<file path="src/rtl/param_bit_pkg.sv">
// Shared types and helpers for the parameter bit serializer.
//   state_t   : serializer FSM states
//   idx_width : index width for a vector of w bits (never below 1)
package param_bit_pkg;

    typedef enum logic [1:0] {
        ST_IDLE = 2'd0,
        ST_SEND = 2'd1,
        ST_DONE = 2'd2
    } state_t;

    // A 1-bit vector still needs a 1-bit index so that VAL[0] can be formed.
    function automatic int unsigned idx_width(input int unsigned w);
        return (w > 1) ? $clog2(w) : 1;
    endfunction

endpackage

</file>
<file path="src/rtl/param_bit_idx_ctr.sv">
// Index/pass counter that walks the bit positions of a W-bit constant,
// REPEAT times, in ascending or descending order.
//   clk, rst  : clock, synchronous active-high reset
//   restart   : load the start index and clear the pass count
//   advance   : step to the next beat (index step, or wrap into next pass)
//   idx       : current index
//   last_idx  : current index is the end index of a pass
//   last_pass : current pass is the final one
//   idx_nxt   : index value that will be registered on this edge
//   last_nxt  : the beat registered on this edge is the final beat of the run
module param_bit_idx_ctr
    import param_bit_pkg::*;
#(
    parameter int unsigned W         = 1,
    parameter int unsigned REPEAT    = 1,
    parameter bit          MSB_FIRST = 1'b0
) (
    input  logic                      clk,
    input  logic                      rst,
    input  logic                      restart,
    input  logic                      advance,
    output logic [idx_width(W)-1:0]   idx,
    output logic                      last_idx,
    output logic                      last_pass,
    output logic [idx_width(W)-1:0]   idx_nxt,
    output logic                      last_nxt
);

    localparam int unsigned IW = idx_width(W);
    localparam int unsigned PW = idx_width(REPEAT);

    localparam logic [IW-1:0] START_IDX = MSB_FIRST ? IW'(W - 1) : '0;
    localparam logic [IW-1:0] END_IDX   = MSB_FIRST ? '0 : IW'(W - 1);
    localparam logic [PW-1:0] LAST_PASS = PW'(REPEAT - 1);

    logic [IW-1:0] idx_q, idx_d;
    logic [PW-1:0] pass_q, pass_d;

    assign idx       = idx_q;
    assign last_idx  = (idx_q == END_IDX);
    assign last_pass = (pass_q == LAST_PASS);
    assign idx_nxt   = idx_d;
    assign last_nxt  = (idx_d == END_IDX) && (pass_d == LAST_PASS);

    // Next index/pass. For W=1 last_idx is always true, so only wrap/hold occur.
    always_comb begin
        idx_d  = idx_q;
        pass_d = pass_q;
        if (restart) begin
            idx_d  = START_IDX;
            pass_d = '0;
        end else if (advance) begin
            if (!last_idx) begin
                idx_d = MSB_FIRST ? (idx_q - IW'(1)) : (idx_q + IW'(1));
            end else if (!last_pass) begin
                idx_d  = START_IDX;
                pass_d = pass_q + PW'(1);
            end
        end
    end

    // Counter state.
    always_ff @(posedge clk) begin
        if (rst) begin
            idx_q  <= '0;
            pass_q <= '0;
        end else begin
            idx_q  <= idx_d;
            pass_q <= pass_d;
        end
    end

endmodule

</file>
<file path="src/rtl/param_bit_serializer.sv">
// Serializes the compile-time constant VAL one bit per valid/ready beat,
// REPEAT full passes per run, LSB-first or MSB-first.
//   clk, rst   : clock, synchronous active-high reset
//   start      : begin a run (honoured in IDLE or DONE only)
//   out_valid  : beat presented; out_ready accepts it
//   out_bit    : VAL[out_idx]
//   out_idx    : bit index presented
//   out_last   : final beat of the final pass
//   busy       : run in progress
//   done       : sticky run-complete flag
//   parity     : XOR of all accepted bits of the current run
module param_bit_serializer
    import param_bit_pkg::*;
#(
    parameter int unsigned     W         = 1,
    parameter logic [W-1:0]    VAL       = W'(1'b0),
    parameter int unsigned     REPEAT    = 1,
    parameter bit              MSB_FIRST = 1'b0
) (
    input  logic                      clk,
    input  logic                      rst,
    input  logic                      start,
    output logic                      out_valid,
    input  logic                      out_ready,
    output logic                      out_bit,
    output logic [idx_width(W)-1:0]   out_idx,
    output logic                      out_last,
    output logic                      busy,
    output logic                      done,
    output logic                      parity
);

    localparam int unsigned IW = idx_width(W);

    // Reject illegal configurations at elaboration.
    if (W < 1) begin : g_bad_w
        $error("param_bit_serializer: W must be >= 1");
    end
    if (REPEAT < 1) begin : g_bad_repeat
        $error("param_bit_serializer: REPEAT must be >= 1");
    end

    state_t state_q, state_d;

    logic out_valid_q, out_valid_d;
    logic out_bit_q,   out_bit_d;
    logic out_last_q,  out_last_d;
    logic busy_q,      busy_d;
    logic done_q,      done_d;
    logic parity_q,    parity_d;

    logic          restart_c;
    logic          advance_c;
    logic          last_idx_c;
    logic          last_pass_c;
    logic [IW-1:0] idx_nxt_c;
    logic          last_nxt_c;
    logic          bit_nxt_c;

    param_bit_idx_ctr #(
        .W         (W),
        .REPEAT    (REPEAT),
        .MSB_FIRST (MSB_FIRST)
    ) u_idx_ctr (
        .clk       (clk),
        .rst       (rst),
        .restart   (restart_c),
        .advance   (advance_c),
        .idx       (out_idx),
        .last_idx  (last_idx_c),
        .last_pass (last_pass_c),
        .idx_nxt   (idx_nxt_c),
        .last_nxt  (last_nxt_c)
    );

    // Bit of VAL for the upcoming beat; W=1 uses the only legal select VAL[0].
    if (W == 1) begin : g_w1
        logic unused_idx_nxt;
        assign unused_idx_nxt = ^idx_nxt_c;
        assign bit_nxt_c      = VAL[0];
    end else begin : g_wn
        assign bit_nxt_c = VAL[idx_nxt_c];
    end

    // Next-state and output logic.
    always_comb begin
        state_d     = state_q;
        out_valid_d = out_valid_q;
        out_bit_d   = out_bit_q;
        out_last_d  = out_last_q;
        busy_d      = busy_q;
        done_d      = done_q;
        parity_d    = parity_q;
        restart_c   = 1'b0;
        advance_c   = 1'b0;

        case (state_q)
            ST_IDLE, ST_DONE: begin
                if (start) begin
                    restart_c   = 1'b1;
                    state_d     = ST_SEND;
                    out_valid_d = 1'b1;
                    out_bit_d   = bit_nxt_c;
                    out_last_d  = last_nxt_c;
                    busy_d      = 1'b1;
                    done_d      = 1'b0;
                    parity_d    = 1'b0;
                end
            end
            ST_SEND: begin
                if (out_valid_q && out_ready) begin
                    parity_d = parity_q ^ out_bit_q;
                    if (last_idx_c && last_pass_c) begin
                        state_d     = ST_DONE;
                        out_valid_d = 1'b0;
                        out_last_d  = 1'b0;
                        busy_d      = 1'b0;
                        done_d      = 1'b1;
                    end else begin
                        // Index step or pass wrap, presented with no bubble.
                        advance_c  = 1'b1;
                        out_bit_d  = bit_nxt_c;
                        out_last_d = last_nxt_c;
                    end
                end
            end
            default: begin
                state_d = ST_IDLE;
            end
        endcase
    end

    // State and output registers.
    always_ff @(posedge clk) begin
        if (rst) begin
            state_q     <= ST_IDLE;
            out_valid_q <= 1'b0;
            out_bit_q   <= 1'b0;
            out_last_q  <= 1'b0;
            busy_q      <= 1'b0;
            done_q      <= 1'b0;
            parity_q    <= 1'b0;
        end else begin
            state_q     <= state_d;
            out_valid_q <= out_valid_d;
            out_bit_q   <= out_bit_d;
            out_last_q  <= out_last_d;
            busy_q      <= busy_d;
            done_q      <= done_d;
            parity_q    <= parity_d;
        end
    end

    assign out_valid = out_valid_q;
    assign out_bit   = out_bit_q;
    assign out_last  = out_last_q;
    assign busy      = busy_q;
    assign done      = done_q;
    assign parity    = parity_q;

endmodule

</file>
<file path="config.mk">
export PLATFORM = sky130hd
export DESIGN_NAME = param_bit_serializer
export DESIGN_NICKNAME = d
export VERILOG_FILES = /design/src/rtl/param_bit_pkg.sv /design/src/rtl/param_bit_idx_ctr.sv /design/src/rtl/param_bit_serializer.sv
export SDC_FILE = /design/constraint.sdc
export NUM_CORES = 1
export LEC_CHECK = 0
export ABC_CLOCK_PERIOD_IN_PS = 2100
export BUFFER_PORTS_ARGS = -buffer_cell sky130_fd_sc_hd__buf_4
export CAP_MARGIN = 20
export CORE_AREA = 2 2 39 41
export CTS_BUF_LIST = sky130_fd_sc_hd__clkbuf_16
export CTS_CLUSTER_DIAMETER = 50
export DETAILED_ROUTE_END_ITERATION = 10
export DIE_AREA = 0 0 41 43
export PLACE_DENSITY_LB_ADDON = 0.1
export SETUP_SLACK_MARGIN = 0.5
export SLEW_MARGIN = 15
export SYNTH_ARGS = -nofsm -noshare
export SYNTH_HDL_FRONTEND = slang
export SYNTH_SLANG_ARGS = --single-unit
</file>
<file path="constraint.sdc">
create_clock -name clk -period 2.1 [get_ports clk]
set_input_delay 0.105 -clock clk [delete_from_list [all_inputs] [get_ports clk]]
set_output_delay 0.105 -clock clk [all_outputs]
set_load 0.01 [all_outputs]
</file>
# Word level (Yosys, flattened, before mapping)
# Index checks and enable logic that the tools add are counted.
totals:
  romBits: 0
  latch_bits: 0
  inputBits: 4
  n_memories: 0
  register_bits: 9
  mem_bits_rw: 0
classes:
  n_div: 0
  n_lt_le_gt_ge: 0
  mux: 33
  reduce_logical: 10
  n_addsub: 2
  n_shift: 0
  n_bitwise: 5
  eq_ne: 6
  n_mul: 0
ops:
  columns: ["op", "n"]
  rows:
  - ["$mux W1", 24]
  - ["$pmux W1 S2", 5]
  - ["$ne A2 B2 Y1 const B", 4]
  - ["$reduce_and A4 Y1", 2]
  - ["$mux W2", 3]
  - ["$reduce_and A3 Y1", 2]
  - ["$not A1 Y1", 4]
  - ["$pmux W2 S2", 1]
  - ["$logic_and A1 B1 Y1", 3]
  - ["$add A1 B1 Y1 const B", 2]
  - ["$eq A2 B1 Y1 const B", 1]
  - ["$eq A2 B2 Y1 const B", 1]
  - ["$logic_not A2 Y1", 1]
  - ["$reduce_bool A2 Y1", 1]
  - ["$reduce_or A2 Y1", 1]
  - ["$xor A1 B1 Y1", 1]

# Logic depth before layout (Yosys ltp)
# Gate-level depths: netlist (run 1).
logic_depth:
  depth_word: 12
  ltp_mapped: 3
  depth_no_buf: 3

# By module
# From an unflattened synthesis (run 1), not the netlist that was laid out.
hier_totals:
  cells_unflattened: 40
  area_unflattened_um2: 374.1
by_module_without_submodules:
  columns: ["module", "cells_per_inst", "seq_area_each_um2", "instances", "area_each_um2"]
  rows:
  - ["param_bit_serializer", 30, 120.1, 1, 271.5]
  - ["param_bit_idx_ctr", 10, 40.0, 1, 102.6]

# Worst setup path after synthesis (run 1)
# No wires, ideal clock.
synth_path:
  path_type: "reg2reg"
  start: "register busy (netlist name)"
  end: "register done_q, in the netlist done"
  setup_time_ps: 74
  t_required_ps: 2026
  path_buffers: 0
  t_arrival_ps: 1047
  setup_slack_ps: 978
  path_stages_with_launch: 4
  cell_sequence: "dfxtp_1 nand4b_4 or3_1 a31oi_1"
synth_lines:
  columns: ["item", "line_no", "source"]
  rows:
  - ["end signal, assigned", "param_bit_serializer.sv:149", "done_q <= done_d;"]
  - ["end, declared", "param_bit_serializer.sv:49", "logic done_q, done_d;"]

==> reports/metrics.yaml, run 1 <==
rsz0062_at_grt: "no"
num_rows: 14
synth_top_family_by_area: "simple AND/OR/NAND/NOR gates"
insertedDiodeCount: 0
cts_root_buffer: "clkbuf_16"
grt_max_degree: 9
drive_above_1_share: 0.289
synth.area.mux_share: 0.0294
grt_pass1_vias: 251
clockPowerShare: 0.610
fin_crit_ns: 1.13
drv_cap: 0
finalNetCount: 51
leakagePower_nw: 0.241
crit_type: "register to register"
fin_crit_sh: 0.540
drt_iter0_markers: 10
post_cts_buffers: 0
syn_to_final_growth_pct: 43.4
start_util: 0.246
post_dp_cell_area_um2: 413
cts_hold_buf: 0
slowest_stage: "dfxtp_1"
synth_simple_gate_area_frac: 0.283
drt-total-wl_um: 644
slowest_delay_ns: 0.42
ant_nets: 0
clock.fmax_ghz: 0.882
fill_cells: 151
die_area_mm2: 0.00176
wl_per_cell_um: 10.6
cts_resized: 0
antenna_found_initial: 0
coreArea_mm2: 0.00138
numCtsBuffers: 3
p_sw_mw: 0.0951
endpoint_kind: "register"
setup-violations-final: 0
crit_chain: "nand4b_4 > or3_1 > a31oi_1"
dr.pass1.iters: 4
tritoncts: "done"
grt_pass1_wl_um: 1020
max-clock-path-buffers: 2
pwr-share-comb: 0.069
vdd_drop_max_uv: 490
yosysSeqAreaShare: 0.471
p_sw_frac: 0.184
cts.sinks: 8
syn_inst: 35
netlist_area_um2: 340
stdcell_area_um2: 488
via_per_inst: 4.61
min-delay-path-class: "input port to register"
p_per_area_mw_per_mm2: 1060
synth_compound_area_frac: 0.136
tns_ns: 0
hold_violations: 0
ios: 11
clk_pin_slew_ns: 0.04
hpwlAfterDp_um: 489
port_buffers: 9
clock_latency_ns: 0.23
finalMaxSlewViolations: 0
cts_max_level: 1
grt-ovfl-total: 0
yosysWarnings: 0
synthesis.nets: 39
setup_slack_ns: 0.966
startpoint_type: "register"
status: "finished, final reports clean"
pre_cts_slack_ns: 0.960
grtUsageTotal: 0.0895
critPathRequiredTime_ns: 2.26
synth_cell_types: 21
p_seq_frac: 0.321
synthXorXnorAreaFrac: 0.0257
critPathMaxFanout: 6
synth-seq-cells: 8
finClkSkew_ns: 0.000465
drc: 0
p_int_mw: 0.423
syn_area_per_cell_um2: 9.72
die_height_um: 43
gp_congestion: 0.706
synth_adder_area_share: 0
die_w_um: 41
arrival_ns: 1.29
vias: 281
[cell usage after synthesis]
cell type / number / area [um^2]
a21oi_1: 3 / 15.0
a31oi_1: 1 / 6.26
and2_1: 1 / 6.26
and2b_1: 1 / 7.51
and3_1: 1 / 6.26
buf_4: 2 / 15.0
conb_1: 1 / 3.75
dfxtp_1: 8 / 160
mux2i_1: 1 / 10.0
nand2_1: 2 / 7.51
nand2b_1: 1 / 6.26
nand3_1: 1 / 5.00
nand4b_4: 1 / 23.8
nor2_1: 3 / 11.3
nor2b_1: 1 / 6.26
nor3_1: 2 / 10.0
o211a_1: 1 / 10.0
o211ai_1: 1 / 7.51
o31ai_1: 1 / 7.51
or3_1: 1 / 6.26
xor2_1: 1 / 8.76
[flip-flops by register name, indices dropped and copies added, names as in the netlist]
name / flops
u_idx_ctr.idx: 1
done: 1
out_last: 1
busy: 1
parity: 1
state_q: 2
u_idx_ctr.pass_q: 1
[through the flow]
stage / std cells / hold WS, ns / total power, mW / utilization
5_1_grt: 61 / 0.0903 / 0.536 / 0.353
4_1_cts: 61 / 0.0805 / 0.525 / 0.353
3_5_place_dp: 58 / 0.321 / 0.205 / 0.298
3_3_place_gp: 58 / 0.320 / 0.205 / 0.298
2_1_floorplan: 35 / 0.174 / 0.189 / -
6_report: 61 / 0.0813 / 0.518 / 0.353
[area by class of cell]
type / instances / area (um^2) / share of cell area
well taps: 16 / 20.0 / 0.0410
multi-input cells: 25 / 165 / 0.338
repair buffers: 9 / 67.6 / 0.138
flip-flops and latches: 8 / 160 / 0.328
clock buffers: 3 / 75.1 / 0.154
[worst max-delay path: cells and delay by family (launching register included)]
kind               cells  cell delay [ns]
AOI/OAI and AO/OA      1             0.13
DFF                    1             0.42
and+or+nand+nor        2             0.51
[kinds of logic after synthesis]
family	Yosys count
AOI/OAI and AO/OA	7
xor gates and xnor gates	1
buffers and inverters	2
DFF	8
muxes	1
other	1
and+or+nand+nor	15
[layout by cell type (no fill, tap or decap), drive strengths merged]
| master | n |
|---|---|
| mux2i | 1 |
| and2b | 1 |
| dfxtp | 8 |
| and3 | 1 |
| nand2 | 2 |
| o211a | 1 |
| conb | 1 |
| nand3 | 1 |
| and2 | 1 |
| buf | 9 |
| nor2 | 3 |
| nor3 | 2 |
| clkbuf | 3 |
| or3 | 1 |
| o211ai | 1 |
| a21oi | 3 |
| a31oi | 1 |
| xor2 | 1 |
| nand4b | 1 |
| nor2b | 1 |
| o31ai | 1 |
| nand2b | 1 |
[metal layers]
metal / up-vias / global-route usage / wire (um)
li1: 142 / - / -
met1: 127 / 0.120 / 309
met2: 10 / 0.103 / 258
met3: 2 / 0.0366 / 54
met4: 0 / 0.0800 / 21
met5: - / 0 / 0
[power groups by stage]
stage / Combinational (mW) / Clock [mW] / Sequential, mW
after floorplan: 0.0203 / 0 / 0.169
after global placement: 0.0365 / 0 / 0.168
after detailed placement: 0.0364 / 0 / 0.168
after CTS: 0.0364 / 0.323 / 0.166
after global routing: 0.0404 / 0.328 / 0.167
final: 0.0360 / 0.316 / 0.166
[worst paths after layout]
kind                                          start                 endpoint  slack, ns  depth (start not counted)
worst max-delay path              busy$_SDFFE_PP0P_        done$_SDFFE_PP0P_       0.97                          3
worst min-delay path                            rst  state_q[0]$_SDFFE_PP0P_       0.08                          2
worst max register to register    busy$_SDFFE_PP0P_        done$_SDFFE_PP0P_       0.97                          3
worst min register to register  parity$_SDFFE_PP0P_      parity$_SDFFE_PP0P_       0.46                          1
Power figures use the tool's default switching activity.
==> inputs of run 2 (changes only) <==
- ABC_CLOCK_PERIOD_IN_PS: 2100 -> 900
- clock period: 2.1 -> 0.9 ns (I/O delays scaled with it)
==> reports/metrics.yaml, run 2 (same netlist as run 1, synthesis figures left out) <==
drc: 0
stdcell_area_um2: 653
whs_path_depth: 2
largest_reg_flops: 2
drt_iter0_markers: 1
clock_latency_ns: 0.23
die_area_mm2: 0.00176
grt_pass1_vias: 328
mostFrequentLayoutCells: "buf_4, buf_6, dfxtp_4, clkbuf_16, dfxtp_2"
p_per_area_mw_per_mm2: 1980
pre_cts_slack_ns: -0.134
rr_startpoint: "state_q[1]$_SDFFE_PP0P_"
finClkSkew_ns: 0.00305
grt_max_degree: 7
cts_root_buffer: "clkbuf_16"
grt-ovfl-total: 0
die_w_um: 41
arrival_ns: 1.18
dr.pass1.iters: 2
r2r_slack_ns: -0.11
coreArea_mm2: 0.00138
post_dp_cell_area_um2: 467
clock.fmax_ghz: 0.986
drt-total-wl_um: 868
violations: "setup timing"
whs_endpoint: "state_q[1]$_SDFFE_PP0P_"
wl_per_cell_um: 12.2
crit_type: "register to register"
cts_hold_buf: 0
p_total_mw: 1.29
leakagePower_nw: 0.322
gp_congestion: 0.732
worstHoldStart: "rst"
startpoint_type: "register"
cts.sinks: 8
finalMaxSlewViolations: 0
tns_ns: -0.497
drv_cap: 0
port_buffers: 9
critPathMaxFanout: 3
vdd_drop_max_uv: 1220
fin_crit_sh: 1.13
die_height_um: 43
min-delay-path-class: "input port to register"
syn_to_final_growth_pct: 91.9
insertedDiodeCount: 0
setup-violations-final: 8
grtUsageTotal: 0.127
via_per_inst: 4.66
endpoint_kind: "register"
hold_violations: 0
num_rows: 14
hpwlAfterDp_um: 592
status: "complete, but fails checks"
cp-startpoint: "state_q[1]$_SDFFE_PP0P_"
largest_register: "state_q"
setup_slack_ns: -0.114
numCtsBuffers: 3
r2r_end: "done$_SDFFE_PP0P_"
cts_max_level: 1
rsz0062_at_grt: "yes"
finalNetCount: 60
grt_pass1_wl_um: 1320
utilization: 0.472
ant_nets: 0
ios: 11
drive_above_1_share: 0.636
tritoncts: "done"
max-clock-path-buffers: 2
antenna_found_initial: 0
clk_pin_slew_ns: 0.03
vias: 331
start_util: 0.246
critPathRequiredTime_ns: 1.06
fin_crit_ns: 1.01
r2r_cells: 3
-- run 2: worst max-delay path by stage --
stage / endpoint / slack [ns] / depth (start not counted)
floorplan: done$_SDFFE_PP0P_ / -0.11 / 3
global placement: done$_SDFFE_PP0P_ / -0.1 / 3
detailed placement: done$_SDFFE_PP0P_ / -0.13 / 3
CTS: state_q[1]$_SDFFE_PP0P_ / -0.13 / 3
global route: done$_SDFFE_PP0P_ / -0.17 / 3
finish: done$_SDFFE_PP0P_ / -0.11 / 3
-- run 2: area by class of cell --
type                            instances  area [um^2]
Clock inverter                          1         3.75
Clock buffer                            3         75.1
Timing Repair Buffer                   18          169
Fill cell                             142          731
Multi-Input combinational cell         25          210
Tap cell                               16         20.0
Sequential cell                         8          175
-- run 2: repair_timing --
item,CTS,global route
setup buffers,1,2
pin swaps,2,4
resized for setup,14,9
endpoints found under the setup margin,14,14
-- run 2: routing by layer --
| layer | GRT usage | routed length [um] | vias up |
|---|---|---|---|
| li1 | - | - | 163 |
| met1 | 0.111 | 317 | 153 |
| met2 | 0.181 | 439 | 10 |
| met3 | 0.0681 | 65 | 5 |
| met4 | 0.140 | 45 | 0 |
| met5 | 0 | 0 | - |
-- run 2: power by group --
| group | internal, mW | leakage (nW) | switching [mW] |
|---|---|---|---|
| clock network | 0.579 | 0.0423 | 0.182 |
| registers | 0.369 | 0.0686 | 0.0165 |
| logic | 0.0877 | 0.211 | 0.0592 |
-- run 2: worst max-delay path, stage by stage (launching register included) --
cell and delay, ns:
dfxtp_2 0.31, nand4b_4 0.17, or3_4 0.35, a31oi_1 0.12
-- run 2: metrics by stage --
step / std cells / hold slack, ns
after detailed placement: 64 / 0.258
after CTS: 69 / 0.0103
after global placement: 64 / 0.257
final: 71 / 0.0109
after floorplan: 35 / 0.107
after global routing: 71 / 0.0180
==> inputs of run 3 (changes only) <==
--- a/config.mk
+++ b/config.mk
@@ -7,3 +7,3 @@
 export LEC_CHECK = 0
-export ABC_CLOCK_PERIOD_IN_PS = 900
+export ABC_CLOCK_PERIOD_IN_PS = 1200
 export BUFFER_PORTS_ARGS = -buffer_cell sky130_fd_sc_hd__buf_4
@@ -16,3 +16,2 @@
 export PLACE_DENSITY_LB_ADDON = 0.1
-export SETUP_SLACK_MARGIN = 0.5
 export SLEW_MARGIN = 15
==> constraint.sdc (replaced) <==
create_clock -name clk -period 1.2 [get_ports clk]
set_input_delay 0.24 -clock clk [delete_from_list [all_inputs] [get_ports clk]]
set_output_delay 0.24 -clock clk [all_outputs]
set_load 0.01 [all_outputs]
==> reports/metrics.yaml, run 3 (same netlist as run 1, synthesis figures left out) <==
status: "finished, final reports clean"
dp.cells: 60
die_height_um: 43
endpoint_kind: "output port"
fin_crit_ns: 1.10
finalNetCount: 53
dr.pass1.iters: 3
cts_max_level: 1
max-clock-path-buffers: 2
vias: 292
path_delay_family: "flip-flops"
vdd_drop_max_uv: 738
cts.sinks: 8
slowest_delay_ns: 0.46
drc: 0
cts_root_buffer: "clkbuf_16"
startpoint_type: "register"
cts_hold_buf: 0
p_sw_frac: 0.189
die_w_um: 41
p_total_mw: 0.919
clock_latency_ns: 0.23
cp_num_buf_inv: 1
tritoncts: "done"
hold_violations: 0
grt_pass1_wl_um: 1190
worstHoldStart: "rst"
fill_cells: 155
largest_reg_flops: 2
critPathRequiredTime_ns: 0.96
setup-violations-final: 0
cp-startpoint: "u_idx_ctr.idx$_SDFF_PP0_"
tns_ns: 0
mostFrequentLayoutCells: "buf_4, dfxtp_1, a21oi_1, nor2_1, clkbuf_16"
ios: 11
drive_above_1_share: 0.319
critPathMaxFanout: 8
die_area_mm2: 0.00176
pwr-share-comb: 0.078
final_cell_count_no_fill: 63
drt-total-wl_um: 701
syn_to_final_growth_pct: 47.8
arrival_ns: 0.86
ant_nets: 0
drt_iter0_markers: 8
antenna_found_initial: 0
port_buffers: 9
grt_pass1_vias: 284
grt_max_degree: 9
p_int_mw: 0.745
clk_pin_slew_ns: 0.04
finalMaxSlewViolations: 0
cts_resized: 0
grt-ovfl-total: 0
min-delay-path-class: "input port to register"
start_util: 0.246
num_rows: 14
multiInputGateArea_um2: 165
clock.fmax_ghz: 0.907
wl_per_cell_um: 11.1
rr_startpoint: "state_q[0]$_SDFFE_PP0P_"
crit_chain: "buf_4"
r2r_slack_ns: 0.12
post_cts_buffers: 0
insertedDiodeCount: 0
drv_cap: 0
fin_crit_sh: 0.919
slowest_stage: "dfxtp_1"
gp_congestion: 0.697
leakagePower_nw: 0.250
grtUsageTotal: 0.107
largest_register: "state_q"
p_seq_frac: 0.315
ff_latch_area_um2: 160
final_common_cell: "buf_4"
via_per_inst: 4.63
clockPowerShare: 0.608
numCtsBuffers: 3
p_sw_mw: 0.173
p_per_area_mw_per_mm2: 1830
crit_type: "register to output port"
finClkSkew_ns: 0.00231
rsz0062_at_grt: "no"
coreArea_mm2: 0.00138
## run 3: changes by cell type in the layout (fill, tap and decap cells not counted), moves of 2 or more
cell,change
buf_4,+2
buf_6,-9
dfxtp_1,+6
dfxtp_2,-3
dfxtp_4,-3
## run 3: per-stage QoR
stage / utilization / instance area (um^2) / hold WS (ns) / setup WS [ns]
floorplan: - / 340 / 0.309 / 0.0783
global placement: 0.309 / 428 / 0.444 / 0.181
detailed placement: 0.309 / 428 / 0.451 / 0.114
CTS: 0.363 / 503 / 0.215 / 0.0819
global route: 0.363 / 503 / 0.223 / 0.0395
finish: 0.363 / 503 / 0.215 / 0.0977
## run 3: cell type report
| class | instances | area share |
|---|---|---|
| clock buffers | 3 | 0.149 |
| flip-flops and latches | 8 | 0.318 |
| multi-input cells | 25 | 0.328 |
| well taps | 16 | 0.0398 |
| repair buffers | 11 | 0.164 |
## run 3: power groups by stage
stage | logic, mW | registers (mW) | clock network (mW)
2_1_floorplan | 0.0355 | 0.296 | 0
3_3_place_gp | 0.0725 | 0.292 | 0
3_5_place_dp | 0.0722 | 0.293 | 0
4_1_cts | 0.0727 | 0.289 | 0.568
5_1_grt | 0.0788 | 0.291 | 0.595
6_report | 0.0714 | 0.289 | 0.558
## run 3: metal layers
| layer | global-route usage | wire length, um | vias to the layer above |
|---|---|---|---|
| met2 | 0.138 | 331 | 11 |
| li1 | - | - | 147 |
| met1 | 0.123 | 279 | 132 |
| met3 | 0.0628 | 67 | 2 |
| met5 | 0 | 0 | - |
| met4 | 0.0800 | 23 | 0 |
## run 3: worst paths after layout
check	end	cells past startpoint
setup / recovery	out_idx	1
hold / removal	state_q[0]$_SDFFE_PP0P_	2
setup reg to reg	done$_SDFFE_PP0P_	3
hold reg to reg	parity$_SDFFE_PP0P_	1
